### src/rtl/pwm_multi.sv
// Multi-channel PWM generator.
// One shared period counter drives NUM_CH duty comparators. Period, duty and
// alignment mode are written into shadow registers by a load strobe and only
// reach the active registers at a period boundary (or while stopped), so a
// running waveform never sees a half-updated configuration.
module pwm_multi #(
   parameter int NUM_CH = 2,
   parameter int CNT_W  = 21
) (
   input  logic                    clk,
   input  logic                    rst,
   input  logic                    en,
   input  logic                    center_mode,
   input  logic [CNT_W-1:0]        max_cnt,
   input  logic [NUM_CH*CNT_W-1:0] duty,
   input  logic                    load,
   output logic [NUM_CH-1:0]       PWM_sig,
   output logic                    period_done
);

   typedef enum logic {
      DIR_UP   = 1'b0,
      DIR_DOWN = 1'b1
   } dir_t;

   logic [CNT_W-1:0]        cnt_q, cnt_d;
   dir_t                    dir_q, dir_d;

   logic [CNT_W-1:0]        shadowMax_q;
   logic [NUM_CH*CNT_W-1:0] shadowDuty_q;
   logic                    shadowCenter_q;
   logic                    pending_q, pending_d;

   logic [CNT_W-1:0]        activeMax_q;
   logic [NUM_CH*CNT_W-1:0] activeDuty_q;
   logic                    activeCenter_q;

   logic [NUM_CH-1:0]       pwm_q, pwm_d;
   logic                    periodDone_q, periodDone_d;

   logic                    lastValue;
   logic                    transfer;

   // Decide whether the counter sits on the final value of its period.
   // Center mode with a zero terminal count degenerates to edge mode; with a
   // terminal count of one the up-ramp peak is also the last value.
   always_comb begin
      lastValue = 1'b0;
      if (activeCenter_q && (activeMax_q != '0)) begin
         if (dir_q == DIR_DOWN) begin
            lastValue = (cnt_q == CNT_W'(1));
         end else begin
            lastValue = (cnt_q >= activeMax_q) && (activeMax_q == CNT_W'(1));
         end
      end else begin
         lastValue = (cnt_q >= activeMax_q);
      end
   end

   // Next counter value, direction, shadow-to-active handoff and outputs.
   // Leaving the last value restarts at zero counting up; a stopped counter
   // is held at zero and also lets a pending configuration through.
   always_comb begin
      cnt_d        = cnt_q;
      dir_d        = dir_q;
      pwm_d        = '0;
      periodDone_d = 1'b0;
      transfer     = 1'b0;
      pending_d    = pending_q;

      if (!en) begin
         cnt_d    = '0;
         dir_d    = DIR_UP;
         transfer = pending_q;
      end else begin
         for (int i = 0; i < NUM_CH; i++) begin
            pwm_d[i] = (cnt_q < activeDuty_q[i*CNT_W +: CNT_W]);
         end
         if (lastValue) begin
            cnt_d        = '0;
            dir_d        = DIR_UP;
            periodDone_d = 1'b1;
            transfer     = pending_q;
         end else if (activeCenter_q && (dir_q == DIR_UP) && (cnt_q >= activeMax_q)) begin
            cnt_d = cnt_q - CNT_W'(1);
            dir_d = DIR_DOWN;
         end else if (dir_q == DIR_DOWN) begin
            cnt_d = cnt_q - CNT_W'(1);
         end else begin
            cnt_d = cnt_q + CNT_W'(1);
         end
      end

      if (load) begin
         pending_d = 1'b1;
      end else if (transfer) begin
         pending_d = 1'b0;
      end
   end

   // State registers; the active set copies the pre-load shadow so a load on
   // a boundary edge waits for the following boundary.
   always_ff @(posedge clk or posedge rst) begin
      if (rst) begin
         cnt_q          <= '0;
         dir_q          <= DIR_UP;
         shadowMax_q    <= '0;
         shadowDuty_q   <= '0;
         shadowCenter_q <= 1'b0;
         pending_q      <= 1'b0;
         activeMax_q    <= '0;
         activeDuty_q   <= '0;
         activeCenter_q <= 1'b0;
         pwm_q          <= '0;
         periodDone_q   <= 1'b0;
      end else begin
         cnt_q        <= cnt_d;
         dir_q        <= dir_d;
         pending_q    <= pending_d;
         pwm_q        <= pwm_d;
         periodDone_q <= periodDone_d;
         if (load) begin
            shadowMax_q    <= max_cnt;
            shadowDuty_q   <= duty;
            shadowCenter_q <= center_mode;
         end
         if (transfer) begin
            activeMax_q    <= shadowMax_q;
            activeDuty_q   <= shadowDuty_q;
            activeCenter_q <= shadowCenter_q;
         end
      end
   end

   assign PWM_sig     = pwm_q;
   assign period_done = periodDone_q;

endmodule

### config.mk
export PLATFORM = sky130hd
export DESIGN_NAME = pwm_multi
export DESIGN_NICKNAME = d
export VERILOG_FILES = /design/src/rtl/pwm_multi.sv
export SDC_FILE = /design/constraint.sdc
export NUM_CORES = 1
export LEC_CHECK = 0
export CORE_AREA = 2 2 169 105
export CTS_BUF_LIST = sky130_fd_sc_hd__clkbuf_8
export CTS_CLUSTER_SIZE = 12
export DETAILED_ROUTE_END_ITERATION = 10
export DIE_AREA = 0 0 171 107
export PLACE_DENSITY = 0.77
export SLEW_MARGIN = 20
export SYNTH_ARGS = -nofsm -noshare
export SYNTH_HDL_FRONTEND = slang
export SYNTH_SLANG_ARGS = --single-unit
### constraint.sdc
create_clock -name clk -period 6.5 [get_ports clk]
set_input_delay 1.3 -clock clk [delete_from_list [all_inputs] [get_ports clk]]
set_output_delay 1.3 -clock clk [all_outputs]
set_load 0.01 [all_outputs]
==> run_summary.xml <==
<?xml version="1.0" encoding="UTF-8"?>
<metrics>
  <group name="floorplan">
    <metric name="num_io_pins" unit="">71</metric>
    <metric name="rows" unit="">37</metric>
    <metric name="die_width" unit="um">171</metric>
    <metric name="design.die.area" unit="mm^2">0.0183</metric>
    <metric name="die-height" unit="um">107</metric>
    <metric name="core_box_area" unit="mm^2">0.0168</metric>
    <metric name="initial_core_util" unit="">0.489</metric>
  </group>
  <group name="clock_network">
    <metric name="post_cts_hold_buffer_count" unit="">0</metric>
    <metric name="clk_latency" unit="ns">0.46</metric>
    <metric name="cell_chosen_for_the_clock_root" unit="">sky130_fd_sc_hd__clkbuf_8</metric>
    <metric name="tritoncts.num_buffers" unit="">17</metric>
    <metric name="htree_num_levels" unit="">4</metric>
    <metric name="number_of_buffers_between_clock_root_and_the_deepest_sink" unit="">2</metric>
    <metric name="cts.sinks" unit="">154</metric>
    <metric name="cts_repair_resize_count" unit="">0</metric>
    <metric name="worst_setup_hold_path_clk_slew" unit="ns">0.09</metric>
    <metric name="tritoncts" unit="">done</metric>
    <metric name="number_of_setup_buffers_added_after_cts" unit="">0</metric>
  </group>
  <group name="route">
    <metric name="antenna_left" unit="">0</metric>
    <metric name="dr_total_vias" unit="">5266</metric>
    <metric name="drcViolationCount" unit="">0</metric>
    <metric name="wirelength" unit="um">16500</metric>
    <metric name="dr.first_iter.drc_count" unit="">209</metric>
    <metric name="drt_first_pass_iters" unit="">4</metric>
    <metric name="vias_per_cell" unit="">5.32</metric>
    <metric name="routed_wire_length_per_instance" unit="um">16.7</metric>
  </group>
  <group name="pwr">
    <metric name="power_density" unit="mW/mm^2">244</metric>
    <metric name="netSwitchingPower" unit="mW">0.655</metric>
    <metric name="power_report.internal_total" unit="mW">1.66</metric>
    <metric name="power_frac_comb" unit="">0.188</metric>
    <metric name="static_power_due_to_leakage" unit="nW">4.67</metric>
    <metric name="peakVddDrop" unit="V">0.000102</metric>
    <metric name="share_of_total_power_consumed_by_net_switching" unit="">0.282</metric>
    <metric name="power_consumption" unit="mW">2.32</metric>
    <metric name="clockPowerShare" unit="">0.307</metric>
    <metric name="p_seq_frac" unit="">0.505</metric>
  </group>
  <group name="place">
    <metric name="number_of_i_o_port_buffers" unit="">70</metric>
    <metric name="placed_wire_length_estimate" unit="um">11500</metric>
    <metric name="post_placement_setup_slack" unit="ns">2.38</metric>
    <metric name="gpl.final_weighted_congestion" unit="">0.878</metric>
  </group>
  <group name="yosys">
    <metric name="synth.most_common_cell" unit="">sky130_fd_sc_hd__dfrtp_1</metric>
    <metric name="synth_top_cells_by_area" unit="">sky130_fd_sc_hd__dfrtp_1, sky130_fd_sc_hd__mux2_4, sky130_fd_sc_hd__ha_1, sky130_fd_sc_hd__mux2_2, sky130_fd_sc_hd__inv_1</metric>
    <metric name="post_synth.cell_area_avg" unit="um^2">12.3</metric>
    <metric name="mappedNetlistArea" unit="mm^2">0.00819</metric>
    <metric name="synth_seq_area_share" unit="">0.470</metric>
    <metric name="synth_async_sr_flop_share" unit="">1.00</metric>
    <metric name="synth_warnings" unit="">0</metric>
    <metric name="synth_edf_count" unit="">0</metric>
    <metric name="synth_top_cells_by_count" unit="">sky130_fd_sc_hd__dfrtp_1, sky130_fd_sc_hd__inv_1, sky130_fd_sc_hd__mux2_2</metric>
    <metric name="synth-seq-cells" unit="">154</metric>
    <metric name="synth.top_cell.area_share" unit="">0.470</metric>
    <metric name="postSynth.topFlopCell" unit="">sky130_fd_sc_hd__dfrtp_1</metric>
    <metric name="synth_largest_area_cell" unit="">sky130_fd_sc_hd__dfrtp_1</metric>
    <metric name="yosys.cell_types.count" unit="">47</metric>
    <metric name="netlist_instances" unit="">668</metric>
    <metric name="synth_fp_nets" unit="">800</metric>
  </group>
  <group name="outcome">
    <metric name="run_status" unit="">completed</metric>
  </group>
  <group name="worst_setup_path">
    <metric name="worstPathMaxFanout" unit="">64</metric>
    <metric name="worst_path_max_delay_cell" unit="">sky130_fd_sc_hd__or4_1</metric>
    <metric name="critPathCaptureType" unit="">flop</metric>
    <metric name="critical_path.startpoint_type" unit="">flop</metric>
    <metric name="slowest_delay" unit="ns">0.62</metric>
    <metric name="setup.worst_path.class" unit="">flop to flop</metric>
    <metric name="crit_required" unit="ns">6.84</metric>
    <metric name="crit_chain" unit="">or4_1 -&gt; nand4b_1 -&gt; a2111oi_4 -&gt; and4b_1 -&gt; o21ai_4 -&gt; nand2_8 -&gt; mux2_4</metric>
    <metric name="worst_ep_arrival_time" unit="ns">4.18</metric>
  </group>
  <group name="timing">
    <metric name="timing.final.hold_violations" unit="">0</metric>
    <metric name="setup_repair_after_global_routing_missed_its_margin" unit="">false</metric>
    <metric name="worst_slew_margin_rel" unit="">0.428</metric>
    <metric name="fmax" unit="MHz">260</metric>
    <metric name="finalCriticalPeriod" unit="ns">3.84</metric>
    <metric name="finalSetupViolCount" unit="">0</metric>
    <metric name="finalSetupTns" unit="ns">0</metric>
    <metric name="layout_setup_ws" unit="ns">2.66</metric>
    <metric name="worst_max_slew_pin_slew" unit="ns">0.859</metric>
    <metric name="post-route-period-util" unit="">0.591</metric>
    <metric name="clock_skew" unit="ns">0.0176</metric>
    <metric name="timing.final.max_slew_violations" unit="">0</metric>
  </group>
  <group name="global_route">
    <metric name="global_route.overflow_total" unit="">0</metric>
    <metric name="groute.layer.met1.usage" unit="">0.276</metric>
    <metric name="globalRoute.busiestLayer" unit="">met2</metric>
    <metric name="met2_layer_usage_reported_by_global_route" unit="">0.293</metric>
    <metric name="global_route.usage.total" unit="">0.195</metric>
    <metric name="grt_antenna_before_repair" unit="">0</metric>
    <metric name="grtUsageMet3" unit="">0.0384</metric>
    <metric name="largest_net_degree_at_the_start_of_global_routing" unit="">111</metric>
    <metric name="global_route_wire_length_before_repair" unit="um">27500</metric>
    <metric name="grt_pass1_vias" unit="">5503</metric>
  </group>
  <group name="cells_and_area">
    <metric name="multi_input_logic_area" unit="mm^2">0.00396</metric>
    <metric name="num-fill-cells" unit="">1393</metric>
    <metric name="n_antenna_cell" unit="">0</metric>
    <metric name="nets" unit="">874</metric>
    <metric name="layout-drive-gt1-share" unit="">0.229</metric>
    <metric name="area_growth" unit="%">16.1</metric>
    <metric name="utilization" unit="">0.567</metric>
    <metric name="flip_flop_and_latch_area" unit="mm^2">0.00385</metric>
  </group>
  <group name="run">
    <metric name="maxCapViolations" unit="">0</metric>
  </group>
  <group name="min_path">
    <metric name="hold_path_class" unit="">flop to flop</metric>
  </group>
</metrics>
==> cell families after synthesis <==
logic type / share of synthesized area
AO/OA/AOI/OAI: 0.0495
adder cells (fa/ha/maj): 0.0978
flip-flops: 0.470
AND/OR/NAND/NOR: 0.0907
multiplexers: 0.226
XOR/XNOR: 0.0192
buffers and inverters: 0.0467
==> state kept, by name (all words and copies together), names as in the netlist <==
signal / cells
shadowCenter_q: 1
activeDuty_q: 42
dir_q: 1
activeMax_q: 21
activeCenter_q: 1
period_done: 1
shadowDuty_q: 42
cnt_q: 21
PWM_sig: 2
shadowMax_q: 21
pending_q: 1
==> final timing paths <==
path | start | endpoint | slack, ns | cells after the start
hold / removal | shadowMax_q[1]$_DFFE_PP0P_ | activeMax_q[1]$_DFFE_PP0P_ | 0.51 | 1
max in group asynchronous | rst | activeMax_q[14]$_DFFE_PP0P_ | 4.41 | 3
setup / recovery | cnt_q[16]$_DFF_PP0_ | activeDuty_q[12]$_DFFE_PP0P_ | 2.66 | 7
setup reg to reg | cnt_q[16]$_DFF_PP0_ | activeDuty_q[12]$_DFFE_PP0P_ | 2.66 | 7
min in group asynchronous | rst | shadowDuty_q[26]$_DFFE_PP0P_ | 1.17 | 2
hold reg to reg | shadowMax_q[1]$_DFFE_PP0P_ | activeMax_q[1]$_DFFE_PP0P_ | 0.51 | 1
==> metrics by stage <==
step / cells / cell area (um^2) / hold WS [ns]
2_1_floorplan: 668 / 8190 / 0.477
3_3_place_gp: 956 / 9090 / 0.493
3_5_place_dp: 956 / 9090 / 0.495
4_1_cts: 988 / 9470 / 0.512
5_1_grt: 989 / 9510 / 0.522
6_report: 989 / 9510 / 0.510
==> layout make-up <==
| cell class | instances | area share |
|---|---|---|
| Multi-Input combinational cell | 424 | 0.417 |
| Sequential cell | 154 | 0.405 |
| Timing Repair Buffer | 74 | 0.0784 |
| Tap cell | 234 | 0.0308 |
| Inverter | 71 | 0.0286 |
| Clock buffer | 19 | 0.0275 |
| Clock inverter | 13 | 0.0126 |
==> cell usage in the layout, fill, tap and decap left out, drive strengths merged, types with 5 or more instances in the layout <==
| cell type | instances |
|---|---|
| ha | 64 |
| nor3 | 12 |
| clkinv | 5 |
| clkdlybuf4s50 | 69 |
| xor2 | 9 |
| and3 | 7 |
| o21ai | 7 |
| and4 | 7 |
| nand3 | 8 |
| clkinvlp | 5 |
| nand2 | 18 |
| a21oi | 17 |
| clkbuf | 19 |
| nor2 | 45 |
| inv | 73 |
| nor4 | 7 |
| xnor2 | 9 |
| a21o | 14 |
| nand4 | 9 |
| dfrtp | 154 |
| mux2i | 17 |
| mux2 | 129 |
| buf | 5 |
==> power groups by stage <==
stage / sequential, mW / clock [mW] / combinational (mW)
final: 1.17 / 0.713 / 0.436
after global routing: 1.19 / 0.765 / 0.488
after CTS: 1.17 / 0.731 / 0.440
after detailed placement: 1.19 / 0 / 0.438
after global placement: 1.19 / 0 / 0.415
after floorplan: 1.15 / 0 / 0.336
==> critical path, delay by kind of cell, from the launching register on <==
kind	cells	cell delay (ns)
flip-flops	1	0.51
multiplexers	1	0.46
AND/OR/NAND/NOR	4	1.68
AO/OA/AOI/OAI	2	0.99
==> metal layers <==
| layer | up-vias | part of all wire |
|---|---|---|
| met5 | - | 0 |
| met4 | 0 | 0.019 |
| met3 | 37 | 0.054 |
| met2 | 143 | 0.43 |
| met1 | 2589 | 0.49 |
| li1 | 2497 | - |
(Power assumes the default switching activity.)
